[config.mk]
export PLATFORM = sky130hd
export DESIGN_NAME = dadda_adder_6
export DESIGN_NICKNAME = d
export VERILOG_FILES = /design/src/rtl/dadda_adder_6.sv
export SDC_FILE = /design/constraint.sdc
export NUM_CORES = 1
export LEC_CHECK = 0
export BUFFER_PORTS_ARGS = -buffer_cell sky130_fd_sc_hd__buf_2
export CAP_MARGIN = 5
export CORE_ASPECT_RATIO = 1.5
export CORE_MARGIN = 2
export CORE_UTILIZATION = 25
export DETAILED_ROUTE_END_ITERATION = 8
export GPL_ROUTABILITY_DRIVEN = 0
export PLACE_DENSITY = 0.56
export RECOVER_POWER = 25
export SETUP_SLACK_MARGIN = 0.2
export SLEW_MARGIN = 40
export SYNTH_ARGS = -nofsm -noshare
export SYNTH_HDL_FRONTEND = slang
export SYNTH_SLANG_ARGS = --single-unit
[constraint.sdc]
create_clock -name clk -period 0.8 [get_ports clk]
set_input_delay 0.04 -clock clk [delete_from_list [all_inputs] [get_ports clk]]
set_output_delay 0.04 -clock clk [all_outputs]
set_load 0.005 [all_outputs]
[src/rtl/dadda_adder_6.sv]
// rtl/dadda_adder_6.sv - 6x6 signed Dadda-tree multiplier, low 6 bits registered; optional ovf via DADDA_ADDER6_OVF_EN
module dadda_adder_6 (
    input  logic       clk,
    input  logic       rst,
    input  logic [5:0] A,
    input  logic [5:0] B,
`ifdef DADDA_ADDER6_OVF_EN
    output logic       ovf,
`endif
    output logic [5:0] C
);

    function automatic logic [1:0] fa(input logic x, input logic y, input logic z);
        return {(x & y) | (x & z) | (y & z), x ^ y ^ z};
    endfunction

    function automatic logic [1:0] ha(input logic x, input logic y);
        return {x & y, x ^ y};
    endfunction

    // pp[i][j] = a_i & b_j at weight i+j; sign-row/column cross terms inverted (Baugh-Wooley)
    logic [5:0] pp [6];
    always_comb begin
        for (int i = 0; i < 6; i++) begin
            for (int j = 0; j < 6; j++) begin
                pp[i][j] = (A[i] & B[j]) ^ ((i == 5) != (j == 5));
            end
        end
    end

    // Stage 1: max column height 6 -> 4
    logic [5:0] s1, k1;
    assign {k1[0], s1[0]} = ha(pp[0][4], pp[1][3]);
    assign {k1[1], s1[1]} = fa(pp[0][5], pp[1][4], pp[2][3]);
    assign {k1[2], s1[2]} = ha(pp[3][2], pp[4][1]);
    assign {k1[3], s1[3]} = fa(pp[1][5], pp[2][4], pp[3][3]);
    assign {k1[4], s1[4]} = fa(pp[4][2], pp[5][1], 1'b1);
    assign {k1[5], s1[5]} = fa(pp[2][5], pp[3][4], pp[4][3]);

    // Stage 2: 4 -> 3
    logic [5:0] s2, k2;
    assign {k2[0], s2[0]} = ha(pp[0][3], pp[1][2]);
    assign {k2[1], s2[1]} = fa(s1[0], pp[2][2], pp[3][1]);
    assign {k2[2], s2[2]} = fa(pp[5][0], k1[0], s1[1]);
    assign {k2[3], s2[3]} = fa(k1[1], k1[2], s1[3]);
    assign {k2[4], s2[4]} = fa(pp[5][2], k1[3], k1[4]);
    assign {k2[5], s2[5]} = fa(pp[3][5], pp[4][4], pp[5][3]);

    // Stage 3: 3 -> 2
    logic [7:0] s3, k3;
    assign {k3[0], s3[0]} = ha(pp[0][2], pp[1][1]);
    assign {k3[1], s3[1]} = fa(s2[0], pp[2][1], pp[3][0]);
    assign {k3[2], s3[2]} = fa(pp[4][0], k2[0], s2[1]);
    assign {k3[3], s3[3]} = fa(s1[2], k2[1], s2[2]);
    assign {k3[4], s3[4]} = fa(s1[4], k2[2], s2[3]);
    assign {k3[5], s3[5]} = fa(s1[5], k2[3], s2[4]);
    assign {k3[6], s3[6]} = fa(k1[5], k2[4], s2[5]);
    assign {k3[7], s3[7]} = fa(pp[4][5], pp[5][4], k2[5]);

    // Two remaining rows; bit 11 of row_x is the weight-11 correction constant
    logic [11:0] row_x, row_y, prod;
    assign row_x = {1'b1, pp[5][5], k3[6:0], pp[2][0], pp[0][1], pp[0][0]};
    assign row_y = {1'b0, k3[7], s3[7:0], pp[1][0], 1'b0};

    always_comb begin
        logic carry;
        carry = 1'b0;
        for (int k = 0; k < 12; k++) begin
            {carry, prod[k]} = fa(row_x[k], row_y[k], carry);
        end
    end

`ifdef DADDA_ADDER6_OVF_EN
    logic ovf_d;
    assign ovf_d = !((&prod[11:5]) || !(|prod[11:5]));

    always_ff @(posedge clk or posedge rst) begin
        if (rst) begin
            C   <= 6'b0;
            ovf <= 1'b0;
        end else begin
            C   <= prod[5:0];
            ovf <= ovf_d;
        end
    end
`else
    logic unused_hi;
    assign unused_hi = ^prod[11:6];

    always_ff @(posedge clk or posedge rst) begin
        if (rst) begin
            C <= 6'b0;
        end else begin
            C <= prod[5:0];
        end
    end
`endif

endmodule

After elaboration in Yosys (flattened, before gate mapping). Index checks and enable logic that the tools add are counted. Widths: inputs -> output; s select.

Bits of input ports: 14. Word-level logic and storage cells: 83. Register bits: 6. Output and inout port bits: 6.

Bitwise gates (word level): 82.

Operators by type and width (count): $and 1x1->1 (43); $xor 1x1->1 (25); $or 1x1->1 (12); $not 1->1 (2).

Longest topological paths before layout. Gate-level depths: netlist of run 1.

Depth in word-level cells: 12. Mapped depth: 12. Depth with buffers taken out: 12.

Least setup slack after synthesis of run 1. OpenSTA, ideal clock, no wires.

Kind: input to register. From: input port A[0]. To: register C[5]. Stages on the path: 12. Slack: -1.828 ns. Data required time: 0.675 ns. Library setup time: 0.125 ns. Arrival: 2.503 ns. Path buffers: 0. Cell sequence: and2_1 > ha_1 > inv_1 > fa_1 > inv_1 > fa_1 > inv_1 > fa_1 > xnor2_1 > xnor2_1 > xnor2_1 > xnor2_1.

Word-level cells in the longest chain between the ends: 12. Elaborated cells on any way between the ends: 55. Those cells by class: 55 x bitwise.

RTL lines: from (decl) (line 5) `input logic [5:0] A,`; $and 1x1->1 (line 26) `pp[i][j] = (A[i] & B[j]) ^ ((i == 5) != (j == 5));`; $xor 1x1->1 / $and 1x1->1 (equally long branches) (line 18, 14); $and 1x1->1 (line 14) `return {(x & y) | (x & z) | (y & z), x ^ y ^ z};`; $or 1x1->1 (2 in a row) (line 14); $and 1x1->1 (line 14); $or 1x1->1 (2 in a row) (line 14); $and 1x1->1 (line 14); $or 1x1->1 (2 in a row) (line 14); $xor 1x1->1 * (line 14); named net prod[5] (line 61) `logic [11:0] row_x, row_y, prod;`; to (signal assigned) (line 94) `C <= prod[5:0];`; to (decl) (line 10) `output logic [5:0] C`.

Mark *: on every way through the listed nets, which the timed path passes. The rest lies on a longest branch.

Final worst setup path of run 1.
From: input port A[1]. To: register C[5].

The elaborated chain is that of the path after synthesis.

==> results of run 1 <==
==> per-layer routing <==
metal / vias up / global-route usage
li1: 231 / -
met1: 204 / 0.0946
met2: 18 / 0.214
met3: 2 / 0.00893
met4: 0 / 0.0691
met5: - / 0
==> power groups by stage <==
stage	Clock, mW	Combinational (mW)	Sequential, mW
floorplan	0	0.298	0.420
global placement	0	0.514	0.401
detailed placement	0	0.523	0.401
CTS	0.288	0.544	0.397
global route	0.299	0.638	0.406
finish	0.272	0.569	0.396
==> through the flow <==
step / setup slack [ps] / utilization / setup TNS, ps
floorplan: -1710 / - / -3860
global placement: -1960 / 0.394 / -4860
detailed placement: -1970 / 0.394 / -4950
CTS: -1660 / 0.428 / -3710
global route: -1750 / 0.453 / -4210
finish: -1640 / 0.453 / -3990
==> area by class of cell <==
cell class / count / share of cell area
Tap cell: 22 / 0.0300
Timing Repair Buffer: 33 / 0.277
Sequential cell: 6 / 0.163
Multi-Input combinational cell: 40 / 0.477
Clock buffer: 3 / 0.0245
Inverter: 7 / 0.0286
==> placed cells by master (no fill, tap or decap) <==
cell type                       netlist  routed
sky130_fd_sc_hd__fa_2                 0       2
sky130_fd_sc_hd__buf_4                0       9
sky130_fd_sc_hd__dlygate4sd3_1        0       1
sky130_fd_sc_hd__xnor2_2              0       1
sky130_fd_sc_hd__buf_2                0      12
sky130_fd_sc_hd__dfrtp_1              6       6
sky130_fd_sc_hd__buf_6                0      10
sky130_fd_sc_hd__nand2_1              8       8
sky130_fd_sc_hd__ha_4                 0       4
sky130_fd_sc_hd__xnor2_1              8       7
sky130_fd_sc_hd__and2_1              13       7
sky130_fd_sc_hd__inv_1                7       4
sky130_fd_sc_hd__xor2_1               1       1
sky130_fd_sc_hd__inv_2                0       3
sky130_fd_sc_hd__clkbuf_4             0       3
sky130_fd_sc_hd__fa_1                 6       4
sky130_fd_sc_hd__and2_4               0       6
sky130_fd_sc_hd__clkbuf_1             0       1
==> what timing repair did <==
action | in CTS | in global routing
setup endpoints to repair | 11 | 10
resized for setup | 7 | 7
hold buffers | 1 | 0
hold endpoints to repair | 6 | 0
setup buffers | 0 | 3
pin swaps | 3 | 7
==> worst paths after layout <==
check | from | to | slack, ps
setup / recovery | A[1] | C[5] | -1640
hold / removal | A[0] | C[0] | 130
max in group asynchronous | rst | C[1] | 370
min in group asynchronous | rst | C[2] | 250
==> logic make-up (layout without fill, tap and decap cells) <==
kind of cell             count (synthesis)  after routing  share of synthesized area
flip-flops                               6              6                      0.280
buffers and inverters                    7             43                     0.0490
AND/OR/NAND/NOR                         21             21                      0.207
adder cells (fa/ha/maj)                 10             10                      0.317
XOR/XNOR                                 9              9                      0.147
==> results.txt, run 1 <==
For the total count of max-transition violations in the final report, the log shows 0. The kind of path behind the tightest hold check was input pin to flip-flop. The clock tree buffer depth is 2. The number of DRC violations after detailed-routing iteration 0 is 2. In this run the clock root is driven by a sky130_fd_sc_hd__clkbuf_4.

The count of cells in the finished layout, fillers not included, comes to 111. The count of yosys warnings during synthesis is 0. In this run the cell area of the synthesized design comes to 537 sq um. The floorplan step defined a core boundary enclosing 2030 sq um.

Entering global routing, the biggest net connects 7 pins. The number of instances on the worst hold path is 3. The flip-flop cell with the highest count after synthesis was sky130_fd_sc_hd__dfrtp_1. For the maximum clock frequency, the log shows 409 MHz. The tools report the residual antenna-violating net count after detailed routing as 0. Across all hold checks on the routed design, the worst slack comes to 132 ps. For this design the total switching power over the nets is 0.353 mW. The synthesized area per cell was 10.1 sq um. Synthesis produced a netlist with a net count of 77. Overall power consumption after layout is estimated at 1.24 mW. The area share of the largest cell type after synthesis is 0.280. The multi-input logic area was 438 sq um; the initial standard-cell utilization of the core was 0.265. The post-route standard cell area excluding fillers is 918 sq um. The worst setup path is captured at a flip-flop.

The relative max-transition margin is 0.855, and the length of routed wiring on met1 is 372 um. Area growth from synthesis to layout: 71.1%. The tools report the number of clock sinks as 6.

Yosys attributes the largest share of cell area to sky130_fd_sc_hd__dfrtp_1, sky130_fd_sc_hd__fa_1, sky130_fd_sc_hd__and2_1, sky130_fd_sc_hd__xnor2_1, sky130_fd_sc_hd__ha_1. The register area share after synthesis was 0.280; the maximum vdd drop was 550 uV. The worst setup path is of the input pin to flip-flop kind. The fraction of layout cells with a size suffix above 1 was 0.562. The portion of total power attributed to combinational logic was 0.460; the number of setup violations in the final report was 4. The number of buffers added by the clock tree synthesis step was 3; the switching share of total power was 0.285. The sequential cells in the finished layout cover a total of 150 sq um. The die covers 2540 sq um. The kind of cell with the highest combined delay along the critical path is adder cells. Setup repair after global routing could not meet its margin everywhere.

Yosys mapped a number of flops with a built-in enable equal to 0. The placed instance area came out at 800 sq um. The count of input and output buffers works out to 19. The synthesized design spends more area on one cell type than any other, namely sky130_fd_sc_hd__dfrtp_1. The run gives 0.320 as the proportion of power drawn by flip-flops and latches. The detailed route wirelength on metal3 was 80 um. Ranked by flip-flop count, first place goes to C. Along the worst path, the maximum fanout reaches 2.

The power density of the placed cells works out to 1350 nW/um^2. In the final layout, the registers with the most flip-flops are C x6. Ranked by instance count, the synthesized netlist is headed by sky130_fd_sc_hd__and2_1, sky130_fd_sc_hd__nand2_1, sky130_fd_sc_hd__xnor2_1. The tools report the number of placed instances, taps included as 104.

The final critical delay including setup and external delays was 2440 ps. Via count normalized by instance count: 4.10. The internal portion of the total power is 0.884 mW. The fraction of registers with async set/reset is 1.00, and the boundary pin count is 20. The final setup slack of the worst path is -1640 ps, and the die extent in x is 41.8 um. After detailed routing, the average wire length per cell comes to 10.1 um. Yosys instantiated no cell more often than sky130_fd_sc_hd__and2_1. TritonCTS built the clock tree.

The total number of vias is 455, and the ratio of final minimum period to clock period is 3.06. The number of antenna violations at the first check in global routing is 0. Master of the slowest instance on the critical path: sky130_fd_sc_hd__fa_1.

Counting both buffers and inverters, the worst setup path holds a total of 4. The tools report the total length of routed wires as 1.12 mm. The run gives 0 as the final count of hold timing violations. The via count of the first global-routing pass came out at 483.

The flow ran to the end, but the final reports show violations. For this run the aggregate overflow at the end of global routing stands at 0. In this run the number of cells on the critical path is 13. After synthesis the netlist holds a flip-flop and latch count of 6. The run gives 960 ps as the worst endpoint required time.

For the number of nets in the finished design, the log shows 115. The final reports fail on setup timing. The critical path's most frequent cell is sky130_fd_sc_hd__xnor2_1.

STA puts the critical path data arrival time at 2610 ps. The clock-pin transition on the worst setup and hold timing paths was 40 ps. Row generation in the floorplan step produced 20 rows. The part of the total power dissipated in the clock network was 0.220; the count of antenna diodes in the layout was 0.

STA classifies the critical path startpoint as an input pin. For this run, design rule violations remaining after detail routing come to 0. The depth of the CTS H-tree was 1; the length of the first detailed-routing pass in iterations was 2. The run gives 0 as the number of max-cap violations.

At the pin with the least slew margin, the transition time is 218 ps. The gate count after technology mapping is 53, and the static leakage power is 0.439 nW. The total global routing track utilization is 0.104, and the met2 wire length is 664 um. The vertical extent of the die is 60.8 um, and the number of flip-flops under the largest register name is 6. On the worst path, the slowest cell contributes a delay of 500 ps. Traced cell by cell, the critical path runs through buf_6 -> and2_4 -> ha_4 -> inv_2 -> fa_1 -> inv_2 -> fa_1 -> inv_1 -> fa_2 -> xnor2_2 -> xnor2_1 -> xnor2_1 -> xnor2_1.

Fill cells in the final layout number 205. The highest metal layer carrying signal wires in the routed design is met4. In this run, distinct cell masters in the synthesized netlist total 8.

The first global-routing pass estimated 1.88 mm of wire. The placed wire-length estimate was 984 um.
No activity file was read; power rests on OpenSTA's default activity.
==> run 2: changes to the inputs <==
ABC_AREA = 1   (was not set)
PLACE_DENSITY = 0.55   (was 0.56)
==> results.txt, run 2 <==
In this run, distinct cell masters in the synthesized netlist total 11. The count of buffers added on input and output ports is 19. Final routed wire length divided by cell count: 8.94 um. C holds more flip-flops than any other register. For the number of antenna violations at the first check in global routing, the log shows 0. Number of DRC violations after detailed-routing iteration 0: 4. Ratio of final minimum period to clock period: 2.86.

Pin placement for this block handled 20 I/O pins. Dividing the detail-routed via count by the number of cells gives 4.15. The relative max-transition margin was 0.860; the maximum clock frequency was 437 MHz. The final setup slack of the worst path was -1490 ps; the part of the total power dissipated in the clock network was 0.216.

The tools report the final count of hold timing violations as 0. The mapped netlist covers 643 sq um. In this run, synthesis inferred 0 flip-flops with an integrated enable. Clock-pin transition on the worst setup and hold timing paths: 40 ps.

The largest fanout of any net on the critical path was 2; the number of nets in the finished design was 152. Entering global routing, the biggest net connects 7 pins. Portion of total power attributed to combinational logic: 0.476. Category of the critical setup timing path: input pin to flip-flop. The die covers 3000 sq um. The utilization after layout is 0.410, and the via count of the first global-routing pass is 648. The flop and latch count out of synthesis is 6. Traced cell by cell, the critical path runs through buf_6 -> nand2_4 -> inv_2 -> ha_4 -> inv_2 -> fa_1 -> inv_2 -> fa_1 -> inv_2 -> fa_2 -> nand2_2 -> inv_2 -> nor2_4 -> inv_2 -> nand2_2 -> nand2_2 -> inv_1 -> nand3_1 -> nand2_1 -> inv_1. Among all stages on the critical path, the largest delay is contributed by sky130_fd_sc_hd__fa_1. First element of the critical path: B[4]. In this run the worst setup path terminates at C[5].

The total length of routed wires is 1.34 mm. For this design, the sink count on the clock tree is 6. In the post-synthesis netlist, the biggest area contributors are sky130_fd_sc_hd__dfrtp_1, sky130_fd_sc_hd__nand2_1, sky130_fd_sc_hd__fa_1, sky130_fd_sc_hd__inv_1, sky130_fd_sc_hd__ha_1. The met1 track demand over resource in global routing is 0.120, and the residual antenna-violating net count after detailed routing is 0. Counting the buffers created by CTS gives 3. For the arrival time at the worst endpoint, the log shows 2420 ps. Clock tree synthesis selected as its root buffer the cell sky130_fd_sc_hd__clkbuf_4. Synthesis produced 94 cells. The biggest cell delay along the critical path is 490 ps, and the proportion of power drawn by flip-flops and latches is 0.309. The register area share after synthesis was 0.233. Setup repair after global routing could not meet its margin everywhere. The tools report the residual overflow from global routing as 0. The number of max-cap violations was 0. The global routing met2 resource utilization was 0.211. The number of antenna diodes in the final layout is 0. The analysis attributes to cell leakage a power of 0.618 nW. The library cell used most frequently in the layout, excluding fill and tap cells, is sky130_fd_sc_hd__nand2_1.

Dividing total power by cell area gives a power density of 1240 nW/um^2. The tools report the clock tree buffer depth as 2. For this run, the detailed router's first-pass iteration total came to 6.

The type of element capturing the critical path was a flip-flop. The number of nets in the synthesized netlist is 118. For the placed wire-length estimate, the log shows 1.19 mm.

In this run the horizontal extent of the chip is 45.4 um. The fraction of layout cells with a size suffix above 1 works out to 0.492. The count of yosys warnings during synthesis was 0. At the pin with the least slew margin, the transition time is 210 ps. The initial standard-cell utilization of the core is 0.263, and the total number of vias is 622. The DRC violation count after routing came out at 1. In the final layout, the registers with the most flip-flops are C x6. The fraction of registers with async set/reset came out at 1.00. Number of rows created at floorplan: 22. The most instantiated library cell after synthesis is sky130_fd_sc_hd__nand2_1. The commonest cells after synthesis are sky130_fd_sc_hd__nand2_1, sky130_fd_sc_hd__inv_1, sky130_fd_sc_hd__nand3_1.

The depth of the CTS H-tree came out at 1. The worst endpoint required time was 930 ps. The top cell types in the final layout, fill and taps aside, are sky130_fd_sc_hd__nand2_1, sky130_fd_sc_hd__inv_1, sky130_fd_sc_hd__inv_2, sky130_fd_sc_hd__buf_2, sky130_fd_sc_hd__nand3_1. For this design the total switching power over the nets is 0.419 mW. After global routing, the most crowded layer is met2.

The switching share of total power came out at 0.336. TritonCTS built the clock tree. Among all flip-flop cells after synthesis, the most frequent one is sky130_fd_sc_hd__dfrtp_1.

In the final timing run, aggregate negative setup slack is -3420 ps. In this run the worst hold path is classified as input pin to flip-flop. The total global routing track utilization came out at 0.114. The biggest area contributor in the post-synthesis netlist is sky130_fd_sc_hd__dfrtp_1. The first global-routing pass estimated 2.53 mm of wire.

The number of setup buffers added after CTS is 0. Internal power comes to 0.828 mW. The floorplan step defined a core boundary enclosing 2450 sq um. The total count of max-transition violations in the final report was 0; the synthesized area per cell was 6.84 sq um.

Compared with the post-synthesis result, the final layout area differs by 56.0%. The final critical delay including setup and external delays was 2290 ps. The run finished, with violations left.

Vertical extent of the die: 66.1 um. In this design, the critical path's most frequently occurring cell is sky130_fd_sc_hd__inv_2. The maximum vdd drop is 421 uV. Setup violations remaining at the end of the flow were counted as 4. The area share of the largest cell type after synthesis works out to 0.233. The met3 track demand over resource is 0.00820, and the number of flip-flops under the largest register name is 6. The element type at the critical path start is an input pin.

The checks that failed: DRC, setup timing.
run 2: how the worst min path moves through the flow:
| stage | slack [ps] | end | from | cells after the start |
|---|---|---|---|---|
| CTS | 130 | C[0] | A[0] | 4 |
| finish | 140 | C[0] | A[0] | 4 |
| global route | 180 | C[0] | A[0] | 4 |
| floorplan | -170 | C[0] | rst | 1 |
| global placement | -50 | C[0] | rst | 2 |
| detailed placement | -40 | C[0] | rst | 2 |
run 2: what timing repair did:
action	4_1_cts	5_1_grt
pin swaps	5	1
resized for setup	12	7
hold endpoints to repair	6	0
setup endpoints to repair	10	10
hold buffers	1	0
run 2: cells by family after synthesis:
logic type,after synthesis,synth area share
simple gates,48,0.327
buf+inv,30,0.175
fa+ha+maj,10,0.265
flops,6,0.233
run 2: final cells by class:
| class | count | area, sq um |
|---|---|---|
| clock buffers | 3 | 22.5 |
| fillers | 275 | 1450 |
| inverters | 30 | 113 |
| multi-input cells | 58 | 478 |
| flip-flops and latches | 6 | 150 |
| well taps | 24 | 30.0 |
| repair buffers | 29 | 210 |
run 2: worst max-delay path: cells and delay by family:
family | cells | cell delay [ps]
fa+ha+maj | 4 | 1570
simple gates | 7 | 420
buf+inv | 9 | 400
run 2: power groups by stage:
stage | registers, mW | logic (mW) | clock network [mW]
floorplan | 0.405 | 0.300 | 0
global placement | 0.390 | 0.525 | 0
detailed placement | 0.391 | 0.540 | 0
CTS | 0.386 | 0.574 | 0.282
global route | 0.390 | 0.684 | 0.284
finish | 0.385 | 0.593 | 0.269
run 2: per-layer routing:
metal  up-vias  wire length, um
met2        18              772
li1        329                -
met5         -                0
met3         2               60
met4         0               14
met1       273              492
run 2: per-stage QoR:
step / hold WS [ps] / instances / power (mW) / cell area [sq um] / setup WS (ps)
after floorplan: -169 / 94 / 0.705 / 726 / -1590
after global placement: -51.3 / 146 / 0.914 / 918 / -1800
after detailed placement: -44.9 / 146 / 0.930 / 918 / -1830
after CTS: 133 / 150 / 1.24 / 992 / -1530
after global routing: 178 / 150 / 1.36 / 1000 / -1600
final: 138 / 150 / 1.25 / 1000 / -1490
==> run 3: changes to the inputs <==
PLACE_DENSITY = 0.56   (was 0.55)
clock period = 1.9 ns   (was 0.8 ns; I/O delays follow)
==> results.txt, run 3 (synthesis gave the netlist of run 2 again) <==
More flip-flops sit in one register than any other, and that register is C. The worst setup path is launched from an input pin. The boundary pin count came out at 20. The tree built by TritonCTS fans out to 6 sinks.

The number of flip-flops under the largest register name was 6. The master of the slowest instance on the critical path was sky130_fd_sc_hd__fa_1. Counting I/O delays and the setup requirement, the final critical path takes 2420 ps. Setup violations remaining at the end of the flow were counted as 2.

For the part of the total power dissipated in the clock network, the log shows 0.221. The critical path is of the input pin to flip-flop type. The flow ran to the end, but the final reports show violations. TritonCTS built the clock tree. The logs give 413 MHz for the maximum clock frequency and 0.314 for the proportion of power drawn by flip-flops and latches.

The number of max-cap violations is 0, and the count of input and output buffers is 19. Of all nets on the critical path, the largest fanout is 2. The worst hold path terminates at C[0]. In the final layout, the registers with the most flip-flops are C x6.

The logs give 0 for the count of antenna diodes in the layout and 264 for the filler cell count. The power density of the placed cells works out to 538 nW/um^2. The logs give 0 for the total count of max-transition violations in the final report and 1 for the depth of the CTS H-tree. STA classifies the critical path endpoint as a flip-flop. The die extent in x is 45.4 um. Setup repair after global routing could not meet its margin everywhere. The signal on the critical path passes through buf_8 -> nand2_4 -> inv_2 -> ha_4 -> inv_2 -> fa_1 -> inv_2 -> fa_1 -> inv_2 -> fa_2 -> nand2_2 -> inv_2 -> nor2_4 -> inv_2 -> nand2_2 -> nand2_2 -> inv_2 -> nand3_2 -> nand2_1 -> inv_1. Length of the first detailed-routing pass in iterations: 6.

The die covers 3000 sq um. In the routed layout, each cell is associated on average with a via count of 4.29. The switching component of the power was 0.175 mW.

In the layout the commonest cells are sky130_fd_sc_hd__nand2_1, sky130_fd_sc_hd__inv_1, sky130_fd_sc_hd__buf_2. The run gives 3 as the number of buffers added by the clock tree synthesis step. The summed negative setup slack over all endpoints came out at -677 ps. The static leakage power is 0.624 nW, and the initial standard-cell utilization of the core is 0.263.

The placed wire-length estimate came out at 1.21 mm. After the first detailed-routing iteration, the DRC count stood at 6. The worst hold path begins at A[0].

The kind of cell with the highest combined delay along the critical path is adder cells. The number of instances on the worst hold path is 4. Clock tree synthesis selected as its root buffer the cell sky130_fd_sc_hd__clkbuf_4. The longest clock path from root to sink contains 2 buffers. The maximum vdd drop is 193 uV, and the clock-pin transition on the worst setup and hold timing paths is 40 ps. The switching share of total power was 0.338. The tools report the total global routing track utilization as 0.106. The run gives 0.849 as the relative max-transition margin. The final count of hold timing violations came out at 0. The worst endpoint required time was 2040 ps; the total number of vias was 652. The number of antenna violations at the first check in global routing came out at 0. For this run, design rule violations remaining after detail routing come to 0.

The biggest cell delay along the critical path is 510 ps. Buffers added to address setup during post-CTS repair amount to 0. Portion of total power attributed to combinational logic: 0.466.

The number of nets in the finished design was 154. The ratio of final minimum period to clock period was 1.27. Commonest non-fill, non-tap cell in the layout: sky130_fd_sc_hd__nand2_1.

The final setup slack of the worst path is -522 ps. After detailed routing, the average wire length per cell comes to 8.95 um. The via count of the first global-routing pass is 649, and the largest net degree at the start of global routing is 7. The fraction of layout cells with a size suffix above 1 works out to 0.422. The wire length of the first global-routing pass came out at 2.38 mm. At the pin with the least slew margin, the transition time is 227 ps. Counting both buffers and inverters, the worst setup path holds a total of 9. In this design, the critical path's most frequently occurring cell is sky130_fd_sc_hd__inv_2. STA puts the critical path data arrival time at 2560 ps. The power consumption was 0.517 mW. The count of nets left with antenna violations once routing finished came out at 0. The final reports fail on setup timing. On the final layout, the worst hold slack is 194 ps. The region available for standard cell placement spans 2450 sq um. For this run the aggregate overflow at the end of global routing stands at 0. The die is 66.1 um tall. The min-delay analysis places its worst path in the category input pin to flip-flop.

The total length of routed wires came out at 1.36 mm. The cell-internal power is 0.342 mW. The run gives 22 as the number of rows created at floorplan. The area growth from synthesis to layout was 49.4%.
[run 3: cell count changes in the layout (fill, tap and decap cells not counted), sizes merged]
cell,change
buf,+2
[run 3: per-stage QoR]
| step | utilization | area (sq um) | setup slack [ps] | instances |
|---|---|---|---|---|
| floorplan | - | 676 | -547 | 94 |
| global placement | 0.361 | 883 | -750 | 148 |
| detailed placement | 0.361 | 883 | -808 | 148 |
| CTS | 0.385 | 943 | -496 | 152 |
| global route | 0.392 | 961 | -670 | 152 |
| finish | 0.392 | 961 | -522 | 152 |
[run 3: power by group through the flow]
stage               combinational (mW)  clock (mW)  sequential (mW)
finish                           0.241       0.114            0.162
global route                     0.281       0.120            0.166
CTS                              0.231       0.121            0.163
detailed placement               0.221           0            0.165
global placement                 0.214           0            0.164
floorplan                        0.120           0            0.171
[run 3: area by class of cell]
cell class | instances | area, sq um | share of cell area
Multi-Input combinational cell | 58 | 430 | 0.448
Timing Repair Buffer | 31 | 215 | 0.224
Sequential cell | 6 | 150 | 0.156
Inverter | 30 | 113 | 0.117
Tap cell | 24 | 30.0 | 0.0312
Clock buffer | 3 | 22.5 | 0.0234
[run 3: layer usage]
metal | track usage | wire length, um | up-vias
met5 | 0 | 0 | -
met4 | 0.0662 | 31 | 0
met3 | 0.0137 | 58 | 3
met2 | 0.194 | 765 | 18
met1 | 0.105 | 504 | 298
li1 | - | - | 333
[run 3: worst max path at each step]
stage / start / to / cells past startpoint / slack (ps)
floorplan: A[0] / C[5] / 19 / -550
global placement: A[0] / C[5] / 20 / -750
detailed placement: A[0] / C[5] / 20 / -810
CTS: A[0] / C[5] / 20 / -500
global route: B[4] / C[5] / 20 / -670
finish: B[4] / C[5] / 20 / -520
[run 3: repair_timing]
item | in CTS | in global routing
gates resized for setup | 8 | 8
pin swaps | 2 | 6
hold buffers | 1 | 0
endpoints found under the setup margin | 2 | 2
gates cloned | 0 | 0
hold endpoints to repair | 6 | 0
